==> config.mk <==
export PLATFORM = sky130hd
export DESIGN_NAME = ahb_slave
export DESIGN_NICKNAME = d
export VERILOG_FILES = /design/src/rtl/ahb_pkg.sv /design/src/rtl/ahb_slave_regfile.sv /design/src/rtl/ahb_slave.sv
export SDC_FILE = /design/constraint.sdc
export NUM_CORES = 1
export LEC_CHECK = 0
export ABC_AREA = 1
export CELL_PAD_IN_SITES_DETAIL_PLACEMENT = 1
export CELL_PAD_IN_SITES_GLOBAL_PLACEMENT = 2
export CORE_ASPECT_RATIO = 0.8
export CORE_UTILIZATION = 35
export DETAILED_ROUTE_END_ITERATION = 8
export PLACE_DENSITY = 0.81
export SYNTH_ARGS = -nofsm -noshare
export SYNTH_HDL_FRONTEND = slang
export SYNTH_SLANG_ARGS = --single-unit
==> constraint.sdc <==
create_clock -name hclk -period 2.3 [get_ports hclk]
set_input_delay 0.345 -clock hclk [delete_from_list [all_inputs] [get_ports hclk]]
set_output_delay 0.345 -clock hclk [all_outputs]
set_load 0.005 [all_outputs]
==> src/rtl/ahb_pkg.sv <==
// Shared AHB-Lite encodings, slave FSM states and the byte-lane helper
// used by ahb_slave and its register file.
package ahb_pkg;

    localparam logic [1:0] HTRANS_IDLE   = 2'b00;
    localparam logic [1:0] HTRANS_BUSY   = 2'b01;
    localparam logic [1:0] HTRANS_NONSEQ = 2'b10;
    localparam logic [1:0] HTRANS_SEQ    = 2'b11;

    localparam logic [1:0] HRESP_OKAY  = 2'b00;
    localparam logic [1:0] HRESP_ERROR = 2'b01;

    localparam logic [2:0] HSIZE_BYTE = 3'd0;
    localparam logic [2:0] HSIZE_HALF = 3'd1;
    localparam logic [2:0] HSIZE_WORD = 3'd2;

    localparam logic [31:0] AHB_DEFAULT_BASE = 32'h8000_0000;

    typedef enum logic [1:0] {
        ST_IDLE = 2'd0,
        ST_WAIT = 2'd1,
        ST_ERR1 = 2'd2,
        ST_ERR2 = 2'd3
    } slv_state_e;

    // Little-endian byte lanes touched by a transfer of the given size.
    function automatic logic [3:0] lane_mask(input logic [2:0] size, input logic [1:0] lane);
        case (size)
            HSIZE_BYTE: lane_mask = 4'b0001 << lane;
            HSIZE_HALF: lane_mask = 4'b0011 << {lane[1], 1'b0};
            default:    lane_mask = 4'b1111;
        endcase
    endfunction

endpackage

==> src/rtl/ahb_slave_regfile.sv <==
// MEM_DEPTH x 32 register memory: asynchronous clear, per-byte write
// enables and a combinational read port.
module ahb_slave_regfile #(
    parameter  int MEM_DEPTH = 16,
    localparam int IDX_W     = $clog2(MEM_DEPTH)
) (
    input  logic             hclk,
    input  logic             hresetn,
    input  logic [3:0]       wbe,
    input  logic [IDX_W-1:0] widx,
    input  logic [31:0]      wdata,
    input  logic [IDX_W-1:0] ridx,
    output logic [31:0]      rdata
);

    logic [31:0] mem [MEM_DEPTH];

    always_ff @(posedge hclk or negedge hresetn) begin
        if (!hresetn) begin
            for (int i = 0; i < MEM_DEPTH; i++) begin
                mem[i] <= '0;
            end
        end else begin
            for (int k = 0; k < 4; k++) begin
                if (wbe[k]) begin
                    mem[widx][8*k +: 8] <= wdata[8*k +: 8];
                end
            end
        end
    end

    assign rdata = mem[ridx];

endmodule

==> src/rtl/ahb_slave.sv <==
// AHB-Lite responder backed by a word memory, with configurable wait states.
// Define AHB_SLV_ERR_EN to give illegal accesses the two-cycle ERROR response.
module ahb_slave
    import ahb_pkg::*;
#(
    parameter logic [31:0] BASE_ADDR   = AHB_DEFAULT_BASE,
    parameter int          MEM_DEPTH   = 16,
    parameter int          WAIT_STATES = 0
) (
    input  logic        hclk,
    input  logic        hresetn,
    input  logic        hreadyin,
    input  logic [1:0]  htrans,
    input  logic        hwrite,
    input  logic [2:0]  hsize,
    input  logic [31:0] haddr,
    input  logic [31:0] hwdata,
    output logic        hreadyout,
    output logic [1:0]  hresp,
    output logic [31:0] hrdata
);

    localparam int          IDX_W     = $clog2(MEM_DEPTH);
    localparam logic [31:0] WIN_BYTES = 32'(4 * MEM_DEPTH);
    localparam logic [3:0]  WAIT_LOAD = (WAIT_STATES > 0) ? 4'(WAIT_STATES - 1) : 4'd0;

    slv_state_e       state, state_nxt;
    logic [3:0]       cnt, cnt_nxt;
    logic             is_xfer, accept, legal_in;
    logic [31:0]      offset;
    logic             vld_p1, write_p1, legal_p1;
    logic [2:0]       size_p1;
    logic [1:0]       lane_p1;
    logic [IDX_W-1:0] idx_p1;
    logic             data_cyc;
    logic [3:0]       wbe;
    logic [31:0]      mem_rdata;

    always_comb begin
        is_xfer = 1'b0;
        case (htrans)
            HTRANS_NONSEQ, HTRANS_SEQ: is_xfer = 1'b1;
            HTRANS_IDLE, HTRANS_BUSY:  is_xfer = 1'b0;
            default:                   is_xfer = 1'b0;
        endcase
    end

    assign accept = hreadyin & is_xfer;
    // Offset arithmetic wraps, so one unsigned compare covers both window edges.
    assign offset = haddr - BASE_ADDR;

    always_comb begin
        legal_in = (offset < WIN_BYTES);
        case (hsize)
            HSIZE_BYTE: ;
            HSIZE_HALF: if (haddr[0])             legal_in = 1'b0;
            HSIZE_WORD: if (haddr[1:0] != 2'b00)  legal_in = 1'b0;
            default:                              legal_in = 1'b0;
        endcase
    end

    // Address phase -> data phase (p1)
    always_ff @(posedge hclk or negedge hresetn) begin
        if (!hresetn) begin
            vld_p1 <= 1'b0;
        end else if (accept) begin
            vld_p1 <= 1'b1;
        end else if (hreadyout) begin
            vld_p1 <= 1'b0;
        end
    end

    always_ff @(posedge hclk) begin
        if (accept) begin
            write_p1 <= hwrite;
            size_p1  <= hsize;
            lane_p1  <= haddr[1:0];
            idx_p1   <= haddr[IDX_W+1:2];
            legal_p1 <= legal_in;
        end
    end

    always_ff @(posedge hclk or negedge hresetn) begin
        if (!hresetn) begin
            state <= ST_IDLE;
            cnt   <= 4'd0;
        end else begin
            state <= state_nxt;
            cnt   <= cnt_nxt;
        end
    end

    always_comb begin
        state_nxt = state;
        cnt_nxt   = cnt;
        hreadyout = 1'b1;
        hresp     = HRESP_OKAY;
        case (state)
            ST_WAIT: begin
                hreadyout = 1'b0;
                if (cnt == 4'd0) state_nxt = ST_IDLE;
                else             cnt_nxt   = cnt - 4'd1;
            end
`ifdef AHB_SLV_ERR_EN
            ST_ERR1: begin
                hreadyout = 1'b0;
                hresp     = HRESP_ERROR;
                state_nxt = ST_ERR2;
            end
`endif
            default: begin
                // IDLE and ERR2 both end a data phase and may take a pipelined address.
`ifdef AHB_SLV_ERR_EN
                if (state == ST_ERR2) hresp = HRESP_ERROR;
`endif
                state_nxt = ST_IDLE;
                if (accept && legal_in && (WAIT_STATES > 0)) begin
                    state_nxt = ST_WAIT;
                    cnt_nxt   = WAIT_LOAD;
                end
`ifdef AHB_SLV_ERR_EN
                if (accept && !legal_in) state_nxt = ST_ERR1;
`endif
            end
        endcase
    end

    assign data_cyc = (state == ST_IDLE) && vld_p1 && legal_p1;
    assign wbe      = (data_cyc && write_p1) ? lane_mask(size_p1, lane_p1) : 4'b0000;
    assign hrdata   = (data_cyc && !write_p1) ? mem_rdata : 32'h0;

    ahb_slave_regfile #(
        .MEM_DEPTH(MEM_DEPTH)
    ) u_regfile (
        .hclk   (hclk),
        .hresetn(hresetn),
        .wbe    (wbe),
        .widx   (idx_p1),
        .wdata  (hwdata),
        .ridx   (idx_p1),
        .rdata  (mem_rdata)
    );

endmodule

==> results.tsv, run 1 <==
metric	value	unit
largest net degree at the start of global routing	91	
pwr dens	788	nW/µm²
leakage	17.7	nW
clock sink total	524	
power share of the combinational group	0.215	
Tightest Pin Transition	0.557	ns
WP data required	1.96	ns
Critical Path Source	idx_p1[0]$_DFFE_PP_	
# IOs	108	
Synth warnings	0	
Multi-input gate area	14200	µm²
net count reported at finish	4181	
Core Area	77700	µm²
R2R Path Start	idx_p1[1]$_DFFE_PP_	
Detail Route Antenna Nets	0	
crit path kind	flip-flop to primary output	
DPL Wire Length	67300	µm
clock network fraction of design power	0.361	
VDD IR max	0.538	mV
endpoints failing setup	32	
syn avg cell area	7.01	µm²
fmax	0.346	GHz
Routed wire per std cell	21.6	µm
status	complete, but fails checks	
Die Ht	253	µm
GRT overflow	0	
synth top area cells	dfrtp_1, nand2_1, nand4_1	
Longest Clk Path Bufs	3	
DRC	0	
Num CTS Buffers	59	
first-pass GRT wire length	174000	µm
Vias/cell	5.42	
highest-count cells in the layout ignoring fill and taps	nand2_1, nand4_1, dfrtp_1, nand2_2, buf_4	
Syn-to-layout area delta	29.6	%
RePlAce Congestion	0.797	
Hold WS	0.204	ns
setup ws final	-0.587	ns
sequential cell area fraction in the yosys report	0.476	
total vias in the final route	28100	
failing checks	negative setup slack	
Sw Ratio	0.318	
synthesized area	27700	µm²
Place WS	-0.249	ns
Area after DPL	31600	µm²
Ant. Diodes	0	
Layout Cell Area excl Fill	35800	µm²
internal power	19.2	mW
Pre-antenna DRT Iters	7	
IO buf count	103	
Clock Skew	0.0496	ns
commonest non-fill, non-tap cell in the layout	nand2_1	
Clock Root Buffer	clkbuf_16	
Max H-tree Level	2	
Switch Pwr	8.98	mW
CTS tree	built	
register area	13200	µm²
PnR Total Power	28.2	mW
die area	80100	µm²
Synth area leader	dfrtp_1	
share of cells above drive strength 1	0.195	
Core Rows	91	
max_slew headroom	0.629	
Final Hold Viols	0	
Total GRT Usage	0.280	
crit path max fanout	7	
die width	316	µm
Seq cells post-synth	524	
Mapped Cells	3947	
Final Critical Period	2.89	ns
Initial Util	0.356	
CP startpoint kind	flip-flop	
Final Max Slew Viols	0	
Reg power frac	0.425	
clock latency on the worst-skew pair	0.68	ns
Tcrit/Tclk final	1.26	
CP arrival	2.54	ns
DRT iter0 DRCs	2174	
post-synth cell types	19	
endpoint class of the critical path	primary output	
vias in the first global route	28400	
post-synth top area share	0.464	
MaxCap Viol Count	0	
worst min-delay path class	primary input to async pin	
Core Util, Final	0.461	
fillers	9421	
Routed WL	112000	µm
initial antenna violation count	0	
Clock transition at path regs	0.06	ns
RSZ-0062 raised after global routing	true	
==> power groups by stage <==
stage               sequential [mW]  clock [mW]  combinational [mW]
finish                         12.0        10.2                6.06
global route                   12.2        10.7                6.80
CTS                            11.9        10.3                5.90
detailed placement             12.0           0                5.29
global placement               12.0           0                5.13
floorplan                      11.8           0                3.29
==> synthesized netlist by cell type (all sizes together) <==
cell       n
buf      137
clkbuf   201
conb       2
dfrtp    513
edfxtp    11
inv       12
nand2   2392
nand3     66
nand4    513
nor2      95
nor3       2
nor4       1
o21ai      2
==> logic make-up after synthesis <==
kind of cell	count (synthesis)	share of synthesized area
AND/OR/NAND/NOR	3069	0.470
flip-flops	524	0.476
buffers and inverters	350	0.0534
AO/OA/AOI/OAI	2	0.000362
other	2	0.000272
==> metal layers <==
layer,GRT usage,part of all wire,vias to the layer above
met5,0,0,-
met4,0.0709,0.023,0
met3,0.0356,0.048,153
met2,0.435,0.45,633
met1,0.411,0.48,14200
li1,-,-,13100
==> path summary, 6_finish.rpt <==
check / to / slack (ns) / cells past startpoint
max: hrdata[21] / -0.59 / 14
min: u_regfile.mem[26]$_DFFE_PN0P_ / 0.20 / 2
max reg2reg: u_regfile.mem[487]$_DFFE_PN0P_ / 0.07 / 10
min reg2reg: u_regfile.mem[78]$_DFFE_PN0P_ / 0.47 / 2
max in group asynchronous: u_regfile.mem[18]$_DFFE_PN0P_ / 1.17 / 3
min in group hclk: idx_p1[3]$_DFFE_PP_ / 0.23 / 1
==> layout make-up <==
type,instances,area share
Timing Repair Buffer,436,0.143
Tap cell,1023,0.0357
Timing Repair inverter,1,0.000559
Sequential cell,524,0.368
Clock buffer,89,0.0475
Inverter,12,0.00206
Clock inverter,18,0.00859
Multi-Input combinational cell,3074,0.395
==> repair_timing <==
item                                    4_1_cts  5_1_grt
pin swaps                                   133      106
cloned                                       23        1
endpoints found under the setup margin      292      234
resized for setup                           411      164
hold buffers                                  1        0
endpoints found under the hold margin        54        0
setup buffers                                46       12
==> flip-flops by register name (all words and copies together) (netlist names) <==
signal         flops
legal_p1           1
u_regfile.mem    512
size_p1            3
lane_p1            2
write_p1           1
idx_p1             4
vld_p1             1
==> metrics by stage <==
stage          std cells  setup TNS, ns
2_1_floorplan       3948              0
3_3_place_gp        4998         -12.25
3_5_place_dp        4998         -18.08
4_1_cts             5173         -16.71
5_1_grt             5177         -19.39
6_report            5177         -15.78
==> critical path: stages (launching register included) <==
cell and delay, ns:
edfxtp_1 0.46, buf_12 0.20, inv_16 0.08, buf_12 0.13
buf_12 0.13, buf_16 0.14, nand2_1 0.05, nand2_1 0.08
nand2_1 0.06, nand2_1 0.07, nand2_1 0.06, nand2_2 0.09
nor2_2 0.04, nor2_1 0.14, buf_2 0.14
No activity file was read; power rests on OpenSTA's default activity.
==> inputs of run 2 (changes only) <==
Settings changed: ABC_AREA 1 to 0, CORE_UTILIZATION 35 to 43, PLACE_DENSITY 0.81 to 0.78.
==> run 2 against run 1 <==
The run still ends with negative setup slack left. Critical endpoint is now hrdata[28]. Critical path depth fell by 5. Global-route usage fell by 3.9 points. Clock skew fell by 0.034 ns. Largest power group unchanged.
==> results.tsv, run 2 <==
metric	value	unit
Layout Cell Area excl Fill	30500	µm²
clock latency on the worst-skew pair	0.61	ns
Total GRT Usage	0.241	
worst setup path endpoint	hrdata[28]	
Post-synth ARST share	0.979	
RR Endpoint	u_regfile.mem[330]$_DFFE_PN0P_	
routed length on met3	2540	µm
top layer in use	met4	
Clock Skew	0.0157	ns
R2R Path Start	idx_p1[0]$_DFFE_PP_	
CP arrival	2.82	ns
Critical Path Source	idx_p1[0]$_DFFE_PP_	
R2R cell count	12	
setup TNS	-36.46	ns
WP data required	1.96	ns
Final Hold Viols	0	
fmax	0.316	GHz
IO buf count	103	
total vias in the final route	14400	
Clock Root Buffer	clkbuf_16	
Tcrit/Tclk final	1.37	
met1 WL	30900	µm
Mapped Cells	1449	
top-count cell post-synth	dfrtp_1	
Largest stage delay, worst path	0.43	ns
sequential cell area fraction in the yosys report	0.554	
endpoints failing setup	289	
Sw Ratio	0.238	
initial antenna violation count	0	
Final Critical Period	3.16	ns
Reg power frac	0.470	
Biggest register	u_regfile.mem	
Top Registers	u_regfile.mem: 512 flops, idx_p1: 4 flops, size_p1: 3 flops	
die width	265	µm
Core Area	54200	µm²
Core Rows	76	
commonest non-fill, non-tap cell in the layout	dfrtp_1	
# IOs	108	
Pre-antenna DRT Iters	5	
synthesized area	23800	µm²
EDFF count, synth	11	
Non-Filler Instances	2477	
MaxCap Viol Count	0	
DP Cell Count	2329	
Worst path most repeated cell	buf_12	
Primary FF master, synth	dfrtp_1	
Tightest Pin Transition	0.759	ns
internal power	18.1	mW
PnR Total Power	23.8	mW
fillers	4916	
clock sink total	524	
first-pass GRT wire length	102000	µm
vias in the first global route	15900	
metal2 WL	31600	µm
Routed WL	66800	µm
slowest CP cell	edfxtp_1	
setup ws final	-0.860	ns
net count reported at finish	1802	
Largest register FFs	512	
failing checks	negative setup slack	
R2R Setup Slk	-0.14	ns
syn avg cell area	16.4	µm²
highest-count cells in the layout ignoring fill and taps	dfrtp_1, mux2_2, mux2_4, mux4_2, buf_4	
RSZ-0062 raised after global routing	true	
worst min-delay path class	primary input to flip-flop	
clock network fraction of design power	0.383	
post-synth cell types	41	
Vias/cell	5.81	
post-synth top area share	0.540	
Synth warnings	0	
most instantiated cells after synthesis	dfrtp_1, mux2_2, mux4_2	
Detail Route Antenna Nets	0	
Initial Util	0.438	
Max H-tree Level	2	
leakage	13.3	nW
share of cells above drive strength 1	0.584	
power share of the combinational group	0.146	
DPL Wire Length	41000	µm
GRT overflow	0	
endpoint class of the critical path	primary output	
largest net degree at the start of global routing	79	
Clock transition at path regs	0.07	ns
crit path max fanout	7	
Syn-to-layout area delta	28.2	%
DRT iter0 DRCs	874	
RePlAce Congestion	0.761	
pwr dens	781	nW/µm²
Seq cells post-synth	524	
synth top area cells	dfrtp_1, mux2_2, mux4_2	
Area after DPL	27200	µm²
Switch Pwr	5.67	mW
Die Ht	212	µm
Num CTS Buffers	54	
CP startpoint kind	flip-flop	
status	complete, but fails checks	
Synth area leader	dfrtp_1	
Longest Clk Path Bufs	3	
max_slew headroom	0.493	
CTS tree	built	
VDD IR max	0.529	mV
DRC	0	
crit path kind	flip-flop to primary output	
Final Max Slew Viols	0	
Critical Path, Cell by Cell	buf_6 -> buf_12 -> buf_12 -> buf_12 -> buf_8 -> buf_6 -> mux4_2 -> a221o_1 -> buf_2	
die area	56200	µm²
Routed wire per std cell	27.0	µm
==> run 2: changes by cell type in the layout (fill, tap and decap cells not counted), moves of 25 or more <==
cell / before / now
mux2_4: 0 / 170
nor3_4: 0 / 28
mux2_2: 0 / 342
nand2_2: 236 / 0
nand4_1: 513 / 1
nand3_2: 37 / 3
mux4_2: 0 / 128
buf_4: 189 / 114
a22o_1: 0 / 30
nand2_1: 2133 / 4
buf_12: 90 / 65
a221o_1: 0 / 31
nor2_1: 43 / 4
==> run 2: cell type report <==
class	instances	area (µm²)	share of cell area
clock buffers	86	1680	0.0550
flip-flops and latches	524	13200	0.432
clock inverters	14	170	0.00558
diodes	2	5.00	0.000164
inverters	2	15.0	0.000493
well taps	702	878	0.0288
repair buffers	324	3540	0.116
multi-input cells	823	11000	0.362
==> run 2: worst min-delay path by stage <==
stage	depth (start not counted)	slack, ns	start	to
finish	1	0.30	hwrite	write_p1$_DFFE_PP_
global route	1	0.28	hwrite	write_p1$_DFFE_PP_
CTS	1	0.27	haddr[3]	idx_p1[1]$_DFFE_PP_
detailed placement	1	0.35	hresetn	u_regfile.mem[276]$_DFFE_PN0P_
global placement	1	0.35	hresetn	u_regfile.mem[276]$_DFFE_PN0P_
floorplan	0	0.05	hresetn	u_regfile.mem[0]$_DFFE_PN0P_
==> run 2: metal layers <==
layer,vias to the layer above,track usage
met4,0,0.0757
met1,7917,0.348
met3,101,0.0386
met2,259,0.375
met5,-,0
li1,6112,-
==> run 2: power by group through the flow <==
stage,logic (mW),clock network (mW),registers [mW]
3_3_place_gp,2.97,0,11.2
3_5_place_dp,3.10,0,11.3
5_1_grt,3.75,9.67,11.3
6_report,3.48,9.12,11.2
4_1_cts,3.33,9.32,11.1
2_1_floorplan,2.16,0,11.0
==> run 2: what timing repair did <==
item | CTS | global route
buffers inserted | 37 | 14
hold buffers | 1 | 0
endpoints found under the hold margin | 47 | 0
setup endpoints to repair | 193 | 479
resized for setup | 231 | 198
gates cloned | 5 | 0
pin swaps | 56 | 35
==> run 2: logic make-up (layout without fill, tap and decap cells) <==
family | Yosys count | after routing | share of synthesized area
and+or+nand+nor | 109 | 109 | 0.0344
muxes | 641 | 641 | 0.366
buffers and inverters | 103 | 426 | 0.0188
AOI/OAI and AO/OA | 70 | 70 | 0.0267
DFF | 524 | 524 | 0.554
other | 2 | 5 | 0.000316
==> run 2: through the flow <==
stage                     worst slack, ns  hold WS (ns)   util
after global placement             -0.413         0.350  0.501
after floorplan                    0.0515        0.0494      -
final                              -0.860         0.298  0.562
after global routing               -0.944         0.281  0.562
after detailed placement           -0.368         0.353  0.501
after CTS                          -0.851         0.273  0.550
==> run 2: worst max-delay path, delay by kind of cell (launching register included) <==
family / cells / cell delay, ns
compound gates: 1 / 0.39
buf+inv: 7 / 0.96
flops: 1 / 0.43
mux: 1 / 0.41
==> inputs of run 3 (changes only) <==
Settings changed: GPL_ROUTABILITY_DRIVEN from default to 0, TNS_END_PERCENT from default to 50.
==> run 3 against run 2 <==
The run still ends with negative setup slack left. Core utilization barely moved. Worst setup slack improved by 0.025 ns. Power hardly changed. Via count fell by 0.32%. Cell area about the same. Sequential power about the same. Fmax grew 0.79%. Critical endpoint is now hrdata[6].
==> results.tsv, run 3 (synthesis results as in run 2) <==
metric	value	unit
Tcrit/Tclk final	1.36	
first-pass GRT wire length	101000	µm
critical path's top delay family	buffers and inverters	
pwr dens	780	nW/µm²
Die Ht	212	µm
Pre-antenna DRT Iters	5	
Core Rows	76	
Longest Clk Path Bufs	3	
Final Critical Period	3.14	ns
RR Endpoint	u_regfile.mem[330]$_DFFE_PN0P_	
Ant. Diodes	0	
Worst path most repeated cell	buf_6	
die width	265	µm
DRC	0	
# IOs	108	
Syn-to-layout area delta	28.3	%
RSZ-0062 raised after global routing	true	
die area	56200	µm²
slowest CP cell	edfxtp_1	
crit path max fanout	3	
Largest register FFs	512	
Clock Skew	0.0159	ns
status	complete, but fails checks	
Total GRT Usage	0.240	
Biggest register	u_regfile.mem	
R2R cell count	13	
commonest non-fill, non-tap cell in the layout	dfrtp_1	
DPL Wire Length	41000	µm
Initial Util	0.438	
CP startpoint kind	flip-flop	
leakage	13.4	nW
fillers	4928	
endpoints failing setup	506	
largest net degree at the start of global routing	79	
net count reported at finish	1803	
endpoint class of the critical path	primary output	
Tightest Pin Transition	0.742	ns
total vias in the final route	14300	
clock sink total	524	
Non-Filler Instances	2476	
PnR Total Power	23.8	mW
share of cells above drive strength 1	0.586	
R2R Setup Slk	-0.27	ns
critical path buffer and inverter count	6	
DP Cell Count	2329	
Final Max Slew Viols	0	
Final Hold Viols	0	
Routed WL	66600	µm
Clock Root Buffer	clkbuf_16	
CTS tree	built	
Multi-input gate area	11000	µm²
Max H-tree Level	2	
worst min-delay path class	primary input to async pin	
crit path kind	flip-flop to primary output	
Detail Route Antenna Nets	0	
IO buf count	103	
setup TNS	-84.24	ns
Core Area	54200	µm²
max_slew headroom	0.504	
setup ws final	-0.836	ns
initial antenna violation count	0	
Top Registers	u_regfile.mem: 512 flops, idx_p1: 4 flops, size_p1: 3 flops	
MaxCap Viol Count	0	
DRT iter0 DRCs	847	
register area	13200	µm²
Clock transition at path regs	0.07	ns
R2R Path Start	idx_p1[0]$_DFFE_PP_	
WP data required	1.96	ns
GRT overflow	0	
vias in the first global route	15900	
fmax	0.319	GHz
CP arrival	2.79	ns
Num CTS Buffers	54	
clock latency on the worst-skew pair	0.61	ns
Largest stage delay, worst path	0.42	ns
Core Util, Final	0.563	
Critical Path, Cell by Cell	buf_6 -> buf_4 -> buf_6 -> buf_12 -> buf_6 -> mux4_2 -> a22o_1 -> a221o_1 -> buf_2	
Routed wire per std cell	26.9	µm
Vias/cell	5.79	
failing checks	negative setup slack	
VDD IR max	0.529	mV
highest-count cells in the layout ignoring fill and taps	dfrtp_1, mux2_2, mux2_4, mux4_2, buf_4	
[run 3: worst register-to-register path, cell delays in order (launching register included)]
cell and delay [ns]:
edfxtp_1 0.39, buf_6 0.13, buf_4 0.13, buf_6 0.12, buf_6 0.11, buf_4 0.10
buf_6 0.10, buf_6 0.12, clkinv_8 0.07, or2_4 0.28, buf_8 0.16, nor3_4 0.22
buf_12 0.19, mux2_4 0.32
[run 3: layout make-up]
type	count	share of cell area
Sequential cell	524	0.432
Multi-Input combinational cell	823	0.360
Timing Repair Buffer	325	0.119
Clock buffer	86	0.0549
Tap cell	702	0.0288
Clock inverter	14	0.00558
Inverter	2	0.000657
[run 3: repair_timing]
action / 4_1_cts / 5_1_grt
pin swaps: 54 / 40
gates resized for setup: 224 / 203
buffers inserted: 37 / 15
hold endpoints to repair: 47 / 0
setup endpoints to repair: 193 / 469
gates cloned: 5 / 0
hold buffers: 1 / 0
[run 3: worst max path at each step]
stage,start,end,depth (start not counted)
after global routing,idx_p1[0]$_DFFE_PP_,hrdata[28],9
after CTS,idx_p1[0]$_DFFE_PP_,hrdata[27],9
after floorplan,idx_p1[0]$_DFFE_PP_,hrdata[16],5
after detailed placement,idx_p1[0]$_DFFE_PP_,hrdata[30],6
after global placement,idx_p1[0]$_DFFE_PP_,hrdata[30],6
final,idx_p1[0]$_DFFE_PP_,hrdata[6],9
[run 3: metrics by stage]
| stage | cell area, µm² | hold slack (ns) | setup WS, ns |
|---|---|---|---|
| CTS | 29800 | 0.273 | -0.851 |
| detailed placement | 27200 | 0.353 | -0.368 |
| global placement | 27200 | 0.350 | -0.413 |
| global route | 30500 | 0.281 | -0.917 |
| finish | 30500 | 0.301 | -0.836 |
| floorplan | 23800 | 0.0494 | 0.0515 |
[run 3: per-layer routing]
metal	track usage	part of all wire	vias up	routed length, µm
li1	-	-	6107	-
met1	0.346	0.46	7861	30700
met2	0.375	0.47	274	31300
met3	0.0378	0.041	101	2760
met4	0.0735	0.027	0	1790
met5	0	0	-	0
[run 3: where the power goes]
| part | switching, mW | internal [mW] |
|---|---|---|
| sequential | 0.687 | 10.5 |
| clock | 3.72 | 5.41 |
| combinational | 1.28 | 2.19 |
==> patch 1: new RTL, settings of run 2 <==
`MEM_DEPTH` is set to 16 in 2 places; all go to 32.
--- a/src/rtl/ahb_slave_regfile.sv
+++ b/src/rtl/ahb_slave_regfile.sv
@@ -1,7 +1,7 @@
 // MEM_DEPTH x 32 register memory: asynchronous clear, per-byte write
 // enables and a combinational read port.
 module ahb_slave_regfile #(
-    parameter  int MEM_DEPTH = 16,
+    parameter  int MEM_DEPTH = 32,
     localparam int IDX_W     = $clog2(MEM_DEPTH)
 ) (
     input  logic             hclk,
--- a/src/rtl/ahb_slave.sv
+++ b/src/rtl/ahb_slave.sv
@@ -4,7 +4,7 @@
     import ahb_pkg::*;
 #(
     parameter logic [31:0] BASE_ADDR   = AHB_DEFAULT_BASE,
-    parameter int          MEM_DEPTH   = 16,
+    parameter int          MEM_DEPTH   = 32,
     parameter int          WAIT_STATES = 0
 ) (
     input  logic        hclk,
Function: not settled (the Yosys comparison gave no result); the edit may change what the design does.
==> patch 1 against run 2 <==
- the flow still finishes with violations (negative setup slack)
- critical path type unchanged
- sequential power increased by 86%
- maximum frequency fell by 8.0%
- sequential cell count grew 513
- die area increased by 99%
- largest cell class unchanged
- clock power is 98% higher
- wire length grew to 2.6 times the old value
- synthesized area grew 100%
- cell area is 110% higher
- total power up 89%
- non-clock buffer count grew 378
- setup slack got worse by 0.27 ns
==> patch 1: results (changes against run 2) <==
- Pre-CTS WS: -1.24 ns (was -0.368 ns)
- Post-synthesis cell type count: 46 (was 41)
- Final GP Congestion: 0.916 (was 0.761)
- Post-synthesis sequential area ratio: 54.6% (was 55.4%)
- Post-layout util: 59.2% (was 56.2%)
- Total CTS buffers: 108 (was 54)
- First-pass GRT wire length: 245,000 um (was 102,000 um)
- Mux cell area share after synthesis: 35.0% (was 36.6%)
- Mapped Avg Cell Area: 13.9 um^2 (was 16.4 um^2)
- Non-clock buffers, area share: 13.5% (was 11.6%)
- Outcome: complete, but fails checks (unchanged)
- # setup viols final: 1,054 (was 289)
- Met2 Use GR: 47.1% (was 37.5%)
- Synth Register Bits: 1,037 (was 524)
- Compound-Gate Fraction of Synth Area: 3.82% (was 2.67%)
- DP Area: 55,200 um^2 (was 27,200 um^2)
- Dpl cells: 5,180 (was 2,329)
- Antenna violations before repair: 1 (was 0)
- Metal-1 WL: 75,800 um (was 30,900 um)
- Global-route met1 utilization: 40.2% (was 34.8%)
- Worst-path maximum fanout: 8 (was 7)
- CTS resizes: 575 (was 231)
- TNS Setup: -387.10 ns (was -36.46 ns)
- R2R Path Start: idx_p1[1] (was idx_p1[0])
- Worst relative slew slack: 41.2% (was 49.3%)
- Top cells by count, synth: dfrtp_1, mux2_2, mux2i_1 (was dfrtp_1, mux2_2, mux4_2)
- Critical Path Max Stage Delay: 0.47 ns (was 0.43 ns)
- Leakage power: 29.1 nW (was 13.3 nW)
- Post-CTS setup buffers: 68 (was 37)
- Largest net degree at the start of global routing: 102 (was 79)
- Clock-cell share of area: 5.59% (was 6.06%)
- Fraction of area in multi-input gates: 37.8% (was 36.2%)
- Detailed Route WL: 173,000 um (was 66,800 um)
- PnR worst setup slack: -1.13 ns (was -0.860 ns)
- Final antenna diode count: 1 (was 2)
- Met2 Routed Length: 83,200 um (was 31,600 um)
- GRT Resource Usage Total: 29.0% (was 24.1%)
- Failing checks: negative setup slack (unchanged)
- Worst Skew: 0.0304 ns (was 0.0157 ns)
- Crit path launch: idx_p1[3] (was idx_p1[0])
- Share of flip-flops with an asynchronous set or reset: 98.8% (was 97.9%)
- Fraction of area in registers: 40.3% (was 43.2%)
- Post-Syn Area: 47,600 um^2 (was 23,800 um^2)
patch 1: cell types whose count changed in the layout (fill, tap and decap cells not counted), moves of 125 or more:
cell / change
mux2i_1: +454
mux4_2: -128
buf_12: +143
dfrtp_1: +512
mux2_2: +448
o22ai_1: +125
buf_4: +164
patch 1: final timing paths:
check,endpoint,slack [ns],depth (start not counted)
worst max-delay path,hrdata[17],-1.13,11
worst min-delay path,write_p1,0.19,1
worst max register to register,u_regfile.mem[95],-0.55,12
worst min register to register,u_regfile.mem[657],0.49,1
max in group asynchronous,u_regfile.mem[53],1.08,4
min in group asynchronous,u_regfile.mem[674],0.20,2
patch 1: where the power goes:
part           internal [mW]  switching (mW)  leakage, nW
Clock                   10.3            7.73         1.79
Sequential              19.8            1.03         13.5
Combinational           3.03            3.08         13.8
Total                   33.2            11.8         29.1
==> patch 2: new RTL, config.mk and constraints of run 2 <==
Made on the original files. Make the reset (`hresetn`) synchronous in 3 clocked blocks. Comments in the files are not updated.
--- a/src/rtl/ahb_slave_regfile.sv
+++ b/src/rtl/ahb_slave_regfile.sv
@@ -15,7 +15,7 @@
 
     logic [31:0] mem [MEM_DEPTH];
 
-    always_ff @(posedge hclk or negedge hresetn) begin
+    always_ff @(posedge hclk) begin
         if (!hresetn) begin
             for (int i = 0; i < MEM_DEPTH; i++) begin
                 mem[i] <= '0;
--- a/src/rtl/ahb_slave.sv
+++ b/src/rtl/ahb_slave.sv
@@ -60,7 +60,7 @@
     end
 
     // Address phase -> data phase (p1)
-    always_ff @(posedge hclk or negedge hresetn) begin
+    always_ff @(posedge hclk) begin
         if (!hresetn) begin
             vld_p1 <= 1'b0;
         end else if (accept) begin
@@ -80,7 +80,7 @@
         end
     end
 
-    always_ff @(posedge hclk or negedge hresetn) begin
+    always_ff @(posedge hclk) begin
         if (!hresetn) begin
             state <= ST_IDLE;
             cnt   <= 4'd0;
Behaviour: not the same (a bounded check fails within 4 cycles, from zero or initial values and one cycle with hresetn low; the reset may be asserted at any time).
==> patch 2 against run 2 <==
- the flow still finishes with violations (negative setup slack)
- wire length is 11% higher
- synthesized cell count is 15% higher
- total power is 5.4% lower
- count of clock-buffer cells in the layout is 11 lower
- die area is 3.8% higher
- sequential cell count is 4 higher
- setup slack better by 0.32 ns
- synthesized area is 3.8% higher
- cell area is 0.78% higher
- highest routed layer is now met5
==> patch 2: results (changes against run 2) <==
- H-tree depth: 2 (unchanged)
- Wire per inst: 27.8 um (was 27.0 um)
- Leakage power: 10.5 nW (was 13.3 nW)
- First-pass GRT wire length: 113,000 um (was 102,000 um)
- Area contributors post-synth: edfxtp_1, mux4_2, nor4_1 (was dfrtp_1, mux2_2, mux4_2)
- Fill count: 5,356 (was 4,916)
- Final GP Congestion: 0.803 (was 0.761)
- Worst Skew: 0.0214 ns (was 0.0157 ns)
- PortBufs: 103 (unchanged)
- Final antenna diode count: 0 (was 2)
- Hold Path Stages: 1 (unchanged)
- Initial DRC Count: 1,656 (was 874)
- Power Internal: 17.1 mW (was 18.1 mW)
- Final HPWL from detailed placement: 45,700 um (was 41,000 um)
- EDFF count, synth: 523 (was 11)
- Pre-CTS WS: -0.258 ns (was -0.368 ns)
- Worst relative slew slack: 43.0% (was 49.3%)
- Vias: 16,900 (was 14,400)
- TNS Setup: -14.80 ns (was -36.46 ns)
- PnR worst setup slack: -0.545 ns (was -0.860 ns)
- Worst-path maximum fanout: 5 (was 7)
- DP Area: 27,800 um^2 (was 27,200 um^2)
- Antenna violations before repair: 1 (was 0)
- CP max stage cell: mux4_2 (was edfxtp_1)
- HP Class: input pin to register (unchanged)
- Max IR drop VDD: 500 uV (was 529 uV)
- # setup viols final: 32 (was 289)
- Outcome: complete, but fails checks (unchanged)
- Synth Flop Type: edfxtp_1 (was dfrtp_1)
- Largest net degree at the start of global routing: 117 (was 79)
- Clock transition at path regs: 0.06 ns
- Top Registers: u_regfile.mem (512), idx_p1 (4), size_p1 (3) (unchanged)
- Post-synthesis cell type count: 41 (unchanged)
- Synth warnings: 0 (unchanged)
- Critical Path Max Stage Delay: 0.51 ns (was 0.43 ns)
- Failing checks: negative setup slack (unchanged)
- Share of flip-flops with an asynchronous set or reset: 0% (was 97.9%)
- Total CTS buffers: 54 (unchanged)
- Worst-Skew Late Latency: 0.61 ns (about the same)
- Clock buffer depth: 3 (unchanged)
- DRT Pass-1 Iters: 5 (unchanged)
- Top cells by count, synth: edfxtp_1, nor4_1, nor3_1 (was dfrtp_1, mux2_2, mux4_2)
- Root Buffer: clkbuf_16 (unchanged)
- Final net count: 1,939 (was 1,802)
- Number of global-route vias before repair: 17,700 (was 15,900)
- Share of post-route cells with drive strength above 1: 34.2% (was 58.4%)
- Post-synthesis sequential area ratio: 64.1% (was 55.4%)
- R2R cell count: 6 (was 12)
- Critical Path AT: 2.50 ns (was 2.82 ns)
- CP delay by family, top: multiplexers (was buffers and inverters)
- GRT Resource Usage Total: 25.7% (was 24.1%)
-- patch 2: logic make-up (layout without fill, tap and decap cells) --
logic type             after synthesis  in the layout  share of synthesized area [%]
AO/OA/AOI/OAI                      110            110                           2.96
buffers and inverters              275            524                           4.73
flip-flops                         528            528                           64.1
multiplexers                       195            195                           14.3
other                                2              3                         0.0305
AND/OR/NAND/NOR                    551            552                           13.9
-- patch 2: per-stage QoR --
step           cells  utilization, %  power (mW)  hold WS (ns)
2_1_floorplan   1662               -        12.4         0.444
3_3_place_gp    2510            49.0        13.4         0.669
3_5_place_dp    2510            49.0        13.5         0.677
4_1_cts         2667            54.0        22.6         0.297
5_1_grt         2672            54.2        23.1         0.324
6_report        2672            54.2        22.5         0.321
-- patch 2: area by class of cell --
| type | count | area (um^2) | area share [%] |
|---|---|---|---|
| flip-flops and latches | 528 | 15800 | 51.5 |
| repair buffers | 386 | 3890 | 12.7 |
| clock buffers | 75 | 1530 | 5.00 |
| multi-input cells | 860 | 8180 | 26.6 |
| clock inverters | 27 | 200 | 0.652 |
| well taps | 760 | 951 | 3.10 |
| inverters | 36 | 135 | 0.440 |
-- patch 2: per-layer routing --
metal | up-vias | wire length [um] | GRT usage, %
li1 | 7281 | - | -
met1 | 8951 | 32600 | 36.6
met2 | 593 | 35500 | 41.7
met3 | 114 | 4410 | 3.40
met4 | 2 | 1780 | 6.78
met5 | - | 8 | 0
-- patch 2: final timing paths --
path,from,slack (ns),end
setup / recovery,register,-0.54,hrdata[19]
hold / removal,haddr[1],0.32,lane_p1[1]
setup reg to reg,write_p1,0,u_regfile.mem[5][27]
hold reg to reg,idx_p1[3],0.71,register
-- patch 2: power groups by stage --
| stage | Clock (mW) | Sequential, mW | Combinational [mW] |
|---|---|---|---|
| detailed placement | 0 | 11.1 | 2.36 |
| CTS | 8.84 | 10.9 | 2.85 |
| finish | 8.74 | 10.9 | 2.87 |
| floorplan | 0 | 11.1 | 1.35 |
| global route | 9.18 | 10.9 | 3.01 |
| global placement | 0 | 11.1 | 2.32 |
-- patch 2: what timing repair did --
item                                    in CTS  in global routing
gates cloned                                10                  1
pin swaps                                   28                 15
resized for setup                          223                 29
buffers inserted                            46                  9
hold buffers                                 0                  0
endpoints found under the setup margin      43                162
